===== config.mk =====
export PLATFORM = sky130hd
export DESIGN_NAME = tlc_phase_scheduler
export DESIGN_NICKNAME = d
export VERILOG_FILES = /design/src/rtl/tlc_phase_scheduler.sv
export SDC_FILE = /design/constraint.sdc
export NUM_CORES = 1
export LEC_CHECK = 0
export ABC_AREA = 1
export CAP_MARGIN = 20
export CORE_ASPECT_RATIO = 0.7
export CORE_UTILIZATION = 30
export DETAILED_ROUTE_END_ITERATION = 6
export PLACE_DENSITY = 0.53
export SYNTH_ARGS = -nofsm -noshare
export SYNTH_HDL_FRONTEND = slang
export SYNTH_SLANG_ARGS = --single-unit

===== constraint.sdc =====
create_clock -name clk -period 5.13 [get_ports clk]
set_input_delay 1.2825 -clock clk [delete_from_list [all_inputs] [get_ports clk]]
set_output_delay 1.2825 -clock clk [all_outputs]
set_load 0.05 [all_outputs]

===== src/rtl/tlc_phase_scheduler.sv =====
// tlc_phase_scheduler: two-approach traffic-light phase scheduler with demand-timed greens and saturating queue counts.
// Define TLC_PED_EN to build the pedestrian walk phase (ped_req/walk ports, extended all-red clearance).
module tlc_phase_scheduler #(
    parameter int MIN_GREEN  = 4,
    parameter int MAX_GREEN  = 12,
    parameter int YEL_TICKS  = 3,
    parameter int RED_TICKS  = 1,
    parameter int WALK_TICKS = 6
) (
    input  logic       clk,
    input  logic       rst_n,
    input  logic       tick,
    input  logic       car_ns,
    input  logic       car_ew,
`ifdef TLC_PED_EN
    input  logic       ped_req,
    output logic       walk,
`endif
    output logic [2:0] ns_light,
    output logic [2:0] ew_light,
    output logic [3:0] ns_count,
    output logic [3:0] ew_count,
    output logic [2:0] phase
);
    typedef enum logic [2:0] {
        NS_GREEN  = 3'd0,
        NS_YELLOW = 3'd1,
        ALL_RED_A = 3'd2,
        EW_GREEN  = 3'd3,
        EW_YELLOW = 3'd4,
        ALL_RED_B = 3'd5
    } state_t;

    localparam logic [4:0] MIN_T   = 5'(MIN_GREEN);
    localparam logic [4:0] MAX_T   = 5'(MAX_GREEN);
    localparam logic [4:0] YEL_T   = 5'(YEL_TICKS);
    localparam logic [4:0] RED_T   = 5'(RED_TICKS);
    localparam logic [3:0] TMR_SAT = 4'(MAX_GREEN);

    state_t     state;
    state_t     state_next;
    logic [3:0] timer;
    logic [4:0] t;
    logic [4:0] red_t;
    logic       changing;
    logic       ns_yield;
    logic       ew_yield;
    logic       ns_dep;
    logic       ew_dep;

    function automatic logic [3:0] queue_next(input logic [3:0] q, input logic arrive, input logic depart);
        return (arrive && !depart && q != 4'd15) ? q + 4'd1 :
               (depart && !arrive && q != 4'd0)  ? q - 4'd1 : q;
    endfunction

    assign t        = {1'b0, timer} + 5'd1;
    assign changing = state_next != state;
    assign ns_dep   = tick && state == NS_GREEN;
    assign ew_dep   = tick && state == EW_GREEN;
    assign ns_yield = t >= MIN_T && ew_count != 4'd0 && (ns_count == 4'd0 || t >= MAX_T);
    assign ew_yield = t >= MIN_T && ns_count != 4'd0 && (ew_count == 4'd0 || t >= MAX_T);

`ifdef TLC_PED_EN
    localparam logic [4:0] WALK_T = 5'(WALK_TICKS);
    logic pending;
    logic walk_q;
    logic entering_red;
    assign entering_red = changing && (state_next == ALL_RED_A || state_next == ALL_RED_B);
    assign red_t        = walk_q ? WALK_T : RED_T;
    assign walk         = walk_q;
    // Hold button presses until an all-red entry consumes them and lights walk for that clearance
    always_ff @(posedge clk or negedge rst_n) begin
        if (!rst_n) begin
            pending <= 1'b0;
            walk_q  <= 1'b0;
        end else begin
            pending <= (entering_red && pending) ? ped_req : (pending | ped_req);
            walk_q  <= entering_red ? pending : (changing ? 1'b0 : walk_q);
        end
    end
`else
    assign red_t = RED_T;
`endif

    // State register, phase timer and queue counters
    always_ff @(posedge clk or negedge rst_n) begin
        if (!rst_n) begin
            state    <= ALL_RED_B;
            timer    <= 4'd0;
            ns_count <= 4'd0;
            ew_count <= 4'd0;
        end else begin
            state    <= state_next;
            timer    <= changing ? 4'd0 : (tick && timer != TMR_SAT) ? timer + 4'd1 : timer;
            ns_count <= queue_next(ns_count, car_ns, ns_dep);
            ew_count <= queue_next(ew_count, car_ew, ew_dep);
        end
    end

    // Next phase: greens yield on demand, yellow and all-red run fixed tick counts
    always_comb begin
        state_next = state;
        case (state)
            NS_GREEN:  state_next = (tick && ns_yield)  ? NS_YELLOW : state;
            NS_YELLOW: state_next = (tick && t == YEL_T) ? ALL_RED_A : state;
            ALL_RED_A: state_next = (tick && t == red_t) ? EW_GREEN  : state;
            EW_GREEN:  state_next = (tick && ew_yield)  ? EW_YELLOW : state;
            EW_YELLOW: state_next = (tick && t == YEL_T) ? ALL_RED_B : state;
            ALL_RED_B: state_next = (tick && t == red_t) ? NS_GREEN  : state;
            default:   state_next = ALL_RED_B;
        endcase
    end

    // Lamp and phase outputs decoded from the state register only
    always_comb begin
        phase    = state;
        ns_light = state == NS_GREEN ? 3'b001 : state == NS_YELLOW ? 3'b010 : 3'b100;
        ew_light = state == EW_GREEN ? 3'b001 : state == EW_YELLOW ? 3'b010 : 3'b100;
    end
endmodule


==> metrics.txt <==
# TYPE chip_impl_metric gauge
chip_impl_metric{name="critical_path.max_fanout",unit=""} 6
chip_impl_metric{name="critical-path-max-stage-delay",unit="ns"} 0.81
chip_impl_metric{name="mappedNetlistArea",unit="sq mm"} 0.00122
chip_impl_metric{name="final_nets",unit=""} 204
chip_impl_metric{name="timing.final.max_slew_violations",unit=""} 0
chip_impl_metric{name="syn_avg_cell_area",unit="sq um"} 7.52
chip_impl_info{name="grt_setup_unrepaired",value="no"} 1
chip_impl_info{name="grt_busiest_layer",value="met2"} 1
chip_impl_metric{name="grt_remaining_overflow",unit=""} 0
chip_impl_metric{name="grt_usage",unit="%"} 13.6
chip_impl_info{name="tritoncts",value="built"} 1
chip_impl_metric{name="post_synth_and_or_nand_nor_area_fraction",unit="%"} 34.4
chip_impl_metric{name="proportion_of_synthesized_chip_area_in_sequential_cells",unit="%"} 31.0
chip_impl_metric{name="groute.layer.met3.usage",unit="%"} 3.80
chip_impl_metric{name="synth.distinct_cells",unit=""} 31
chip_impl_info{name="hold_path.class",value="flip-flop to flip-flop"} 1
chip_impl_metric{name="final.fill_count",unit=""} 375
chip_impl_metric{name="worst_skew_pair.late_latency",unit="ns"} 0.25
chip_impl_metric{name="fp.dieArea",unit="sq mm"} 0.00433
chip_impl_info{name="slowest_stage_cell_on_the_critical_path",value="sky130_fd_sc_hd__clkdlybuf4s50_1"} 1
chip_impl_metric{name="setup_violations",unit=""} 0
chip_impl_metric{name="initialDrtViolationCount",unit=""} 45
chip_impl_info{name="ctsRootBufferMaster",value="sky130_fd_sc_hd__clkbuf_8"} 1
chip_impl_metric{name="path_clk_slew",unit="ns"} 0.06
chip_impl_metric{name="drt-pass1-iter-count",unit=""} 4
chip_impl_info{name="final_common_cell",value="sky130_fd_sc_hd__nand2_1"} 1
chip_impl_metric{name="hold_viol_final",unit=""} 0
chip_impl_info{name="critical-path-top-delay-family",value="buffers and inverters"} 1
chip_impl_metric{name="fin_setup_tns",unit="ns"} 0
chip_impl_metric{name="grt_antenna_before_repair",unit=""} 0
chip_impl_metric{name="final.setup_skew",unit="ns"} 0.00507
chip_impl_info{name="path_cells",value="inv_1, nor2_1, nand2_1, inv_1, clkdlybuf4s50_1"} 1
chip_impl_info{name="crit_type",value="flip-flop to output port"} 1
chip_impl_metric{name="globalplace.congestion",unit=""} 0.843
chip_impl_metric{name="cap_violations",unit=""} 0
chip_impl_metric{name="post_cts_resized",unit=""} 0
chip_impl_metric{name="route.detailed.vias_per_inst",unit=""} 4.72
chip_impl_metric{name="dp.cells",unit=""} 233
chip_impl_metric{name="finalWorstPathRequiredPeriod",unit="ns"} 3.38
chip_impl_info{name="worst_path_most_repeated_cell",value="sky130_fd_sc_hd__inv_1"} 1
chip_impl_metric{name="synth_compound_area_share",unit="%"} 7.49
chip_impl_metric{name="multiplexer_share_of_the_synthesized_area",unit="%"} 1.85
chip_impl_metric{name="critPathArrivalTime",unit="ns"} 2.09
chip_impl_metric{name="max-clock-path-buffers",unit=""} 2
chip_impl_metric{name="coreArea",unit="sq mm"} 0.00369
chip_impl_metric{name="hold_buffers",unit=""} 0
chip_impl_metric{name="initial_util",unit="%"} 33.0
chip_impl_metric{name="final_instance_count_excl_fillers",unit=""} 237
chip_impl_info{name="outcome",value="finished clean"} 1
chip_impl_metric{name="buffer_ports.inserted",unit=""} 21
chip_impl_metric{name="cp.required",unit="ns"} 3.85
chip_impl_metric{name="fmaxAchievable",unit="GHz"} 0.296
chip_impl_metric{name="grt_first_pass_wirelength",unit="mm"} 4.69
chip_impl_metric{name="routed-via-count",unit=""} 1119
chip_impl_metric{name="synth_adder_area_share",unit="%"} 12.5
chip_impl_metric{name="dieHeight",unit="um"} 55.3
chip_impl_metric{name="synth_fp_nets",unit=""} 178
chip_impl_metric{name="ys_ff_latch",unit=""} 15
chip_impl_metric{name="die_width",unit="um"} 78.2
chip_impl_metric{name="maximum_number_of_pins_on_one_net_before_global_route_repair",unit=""} 16
chip_impl_metric{name="clock_sink_count",unit=""} 15
chip_impl_metric{name="synth_cells",unit=""} 162
chip_impl_info{name="endpoint_kind",value="output port"} 1
chip_impl_metric{name="post_detailed_route_count_of_antenna_violating_nets",unit=""} 0
chip_impl_info{name="final_cell_mix",value="sky130_fd_sc_hd__nand2_1, sky130_fd_sc_hd__inv_1, sky130_fd_sc_hd__clkdlybuf4s50_1"} 1
chip_impl_metric{name="drive_above_1_share",unit="%"} 11.8
chip_impl_metric{name="cts_setup_buffers",unit=""} 0
chip_impl_metric{name="final.period_utilization",unit="%"} 65.8
chip_impl_metric{name="relative_slew_margins",unit="%"} 55.4
chip_impl_metric{name="detailed_place_hpwl",unit="mm"} 2.18
chip_impl_metric{name="detail_route.wirelength",unit="mm"} 2.64
chip_impl_info{name="timing.critical_path.from_type",value="flip-flop"} 1
chip_impl_metric{name="vias_in_the_first_global_route",unit=""} 1040
chip_impl_info{name="largest_family_of_logic_cells_by_synthesized_area",value="simple AND/OR/NAND/NOR gates"} 1
chip_impl_metric{name="cts_buffers",unit=""} 3
chip_impl_metric{name="detail_route.drc_violations",unit=""} 0
chip_impl_metric{name="worstMarginPinSlew",unit="ns"} 0.667
chip_impl_metric{name="rows",unit=""} 18
chip_impl_metric{name="yosys.area_share.xor_xnor",unit="%"} 5.03
chip_impl_metric{name="clock_tree.htree_level_count",unit=""} 1
chip_impl_metric{name="synth_enable_flop_cells",unit=""} 0
chip_impl_metric{name="worstPathBufferInverterCount",unit=""} 3
chip_impl_metric{name="yosysWarnings",unit=""} 0
chip_impl_metric{name="flow.area_growth_from_synthesis",unit="%"} 26.4
chip_impl_metric{name="routed_wire_length_per_instance",unit="um"} 11.1
chip_impl_metric{name="ys_async_sr_fraction",unit="%"} 100
chip_impl_metric{name="antennaDiodeCount",unit=""} 0
chip_impl_info{name="ys_dominant_reg_cell",value="sky130_fd_sc_hd__dfrtp_1"} 1
chip_impl_metric{name="grt.met2_usage",unit="%"} 20.7
chip_impl_metric{name="boundary_pins",unit=""} 22
chip_impl_metric{name="global_route.usage.met1",unit="%"} 19.1
[kinds of logic after synthesis]
family,after synthesis
xor gates and xnor gates,7
DFF,15
AOI/OAI and AO/OA,15
buffers and inverters,25
adders and majority gates,11
muxes,2
and+or+nand+nor,87
[worst reg2reg max path, delay by kind of cell (launching register included)]
family	cells	cell delay (ns)
simple gates	7	0.87
flops	1	0.59
fa+ha+maj	1	0.33
compound gates	1	0.23
xor+xnor	1	0.15
buf+inv	1	0.13
[metrics by stage]
| step | area [sq um] | hold WS, ns | util [%] | worst slack [ns] |
|---|---|---|---|---|
| after global placement | 1490 | 0.581 | 40.4 | 1.71 |
| after global routing | 1540 | 0.635 | 41.7 | 1.62 |
| after CTS | 1540 | 0.600 | 41.7 | 1.75 |
| after detailed placement | 1490 | 0.589 | 40.4 | 1.58 |
| final | 1540 | 0.594 | 41.7 | 1.75 |
| after floorplan | 1220 | 0.643 | - | 1.99 |
[worst paths after layout]
kind                              from  slack [ns]  depth (start not counted)           to
min                        ns_count[3]        0.59                          2  ns_count[3]
max reg2reg                   phase[2]        2.72                         11  ns_count[3]
max                           phase[0]        1.75                          5  ns_light[1]
min reg2reg                ns_count[3]        0.59                          2  ns_count[3]
max in group asynchronous        rst_n        3.26                          1     phase[1]
min in group asynchronous        rst_n        1.44                          1  ew_count[0]
[area by class of cell]
cell class                 instances  area (sq um)  share of cell area [%]
sequential                        15           378                    24.5
clock buffer                       3          41.3                    2.68
multi-input combinational        122           747                    48.5
tap                               50          62.6                    4.06
inverter                          25          93.8                    6.09
clock inverter                     1          7.51                   0.487
timing repair buffer              21           210                    13.6
[synth_stat cells, types with 3 or more instances]
master / number / share of area (%)
sky130_fd_sc_hd__nand2_1: 37 / 11
sky130_fd_sc_hd__nand3_1: 13 / 5.3
sky130_fd_sc_hd__inv_2: 3 / 0.92
sky130_fd_sc_hd__dfrtp_1: 13 / 27
sky130_fd_sc_hd__nand2_2: 3 / 1.5
sky130_fd_sc_hd__xor2_1: 7 / 5.0
sky130_fd_sc_hd__inv_1: 22 / 6.8
sky130_fd_sc_hd__o21ai_0: 6 / 2.5
sky130_fd_sc_hd__nand3_2: 4 / 3.3
sky130_fd_sc_hd__nor2_1: 18 / 5.5
sky130_fd_sc_hd__ha_1: 9 / 9.2
sky130_fd_sc_hd__nand4_1: 4 / 2.1
[sequential cells by signal, summed over array words and instances, names as in the netlist]
name,cells
ns_count,4
phase,3
timer,4
ew_count,4
[layer usage]
metal  up-vias  share of wire [%]
met4         0                  0
met5         -                  0
met3         0                5.1
met2        32                 44
met1       515                 51
li1        572                  -
Power is left out: the tool's default activity adds up to more than one toggle a clock period on the data nets, which glitch-free logic cannot reach.
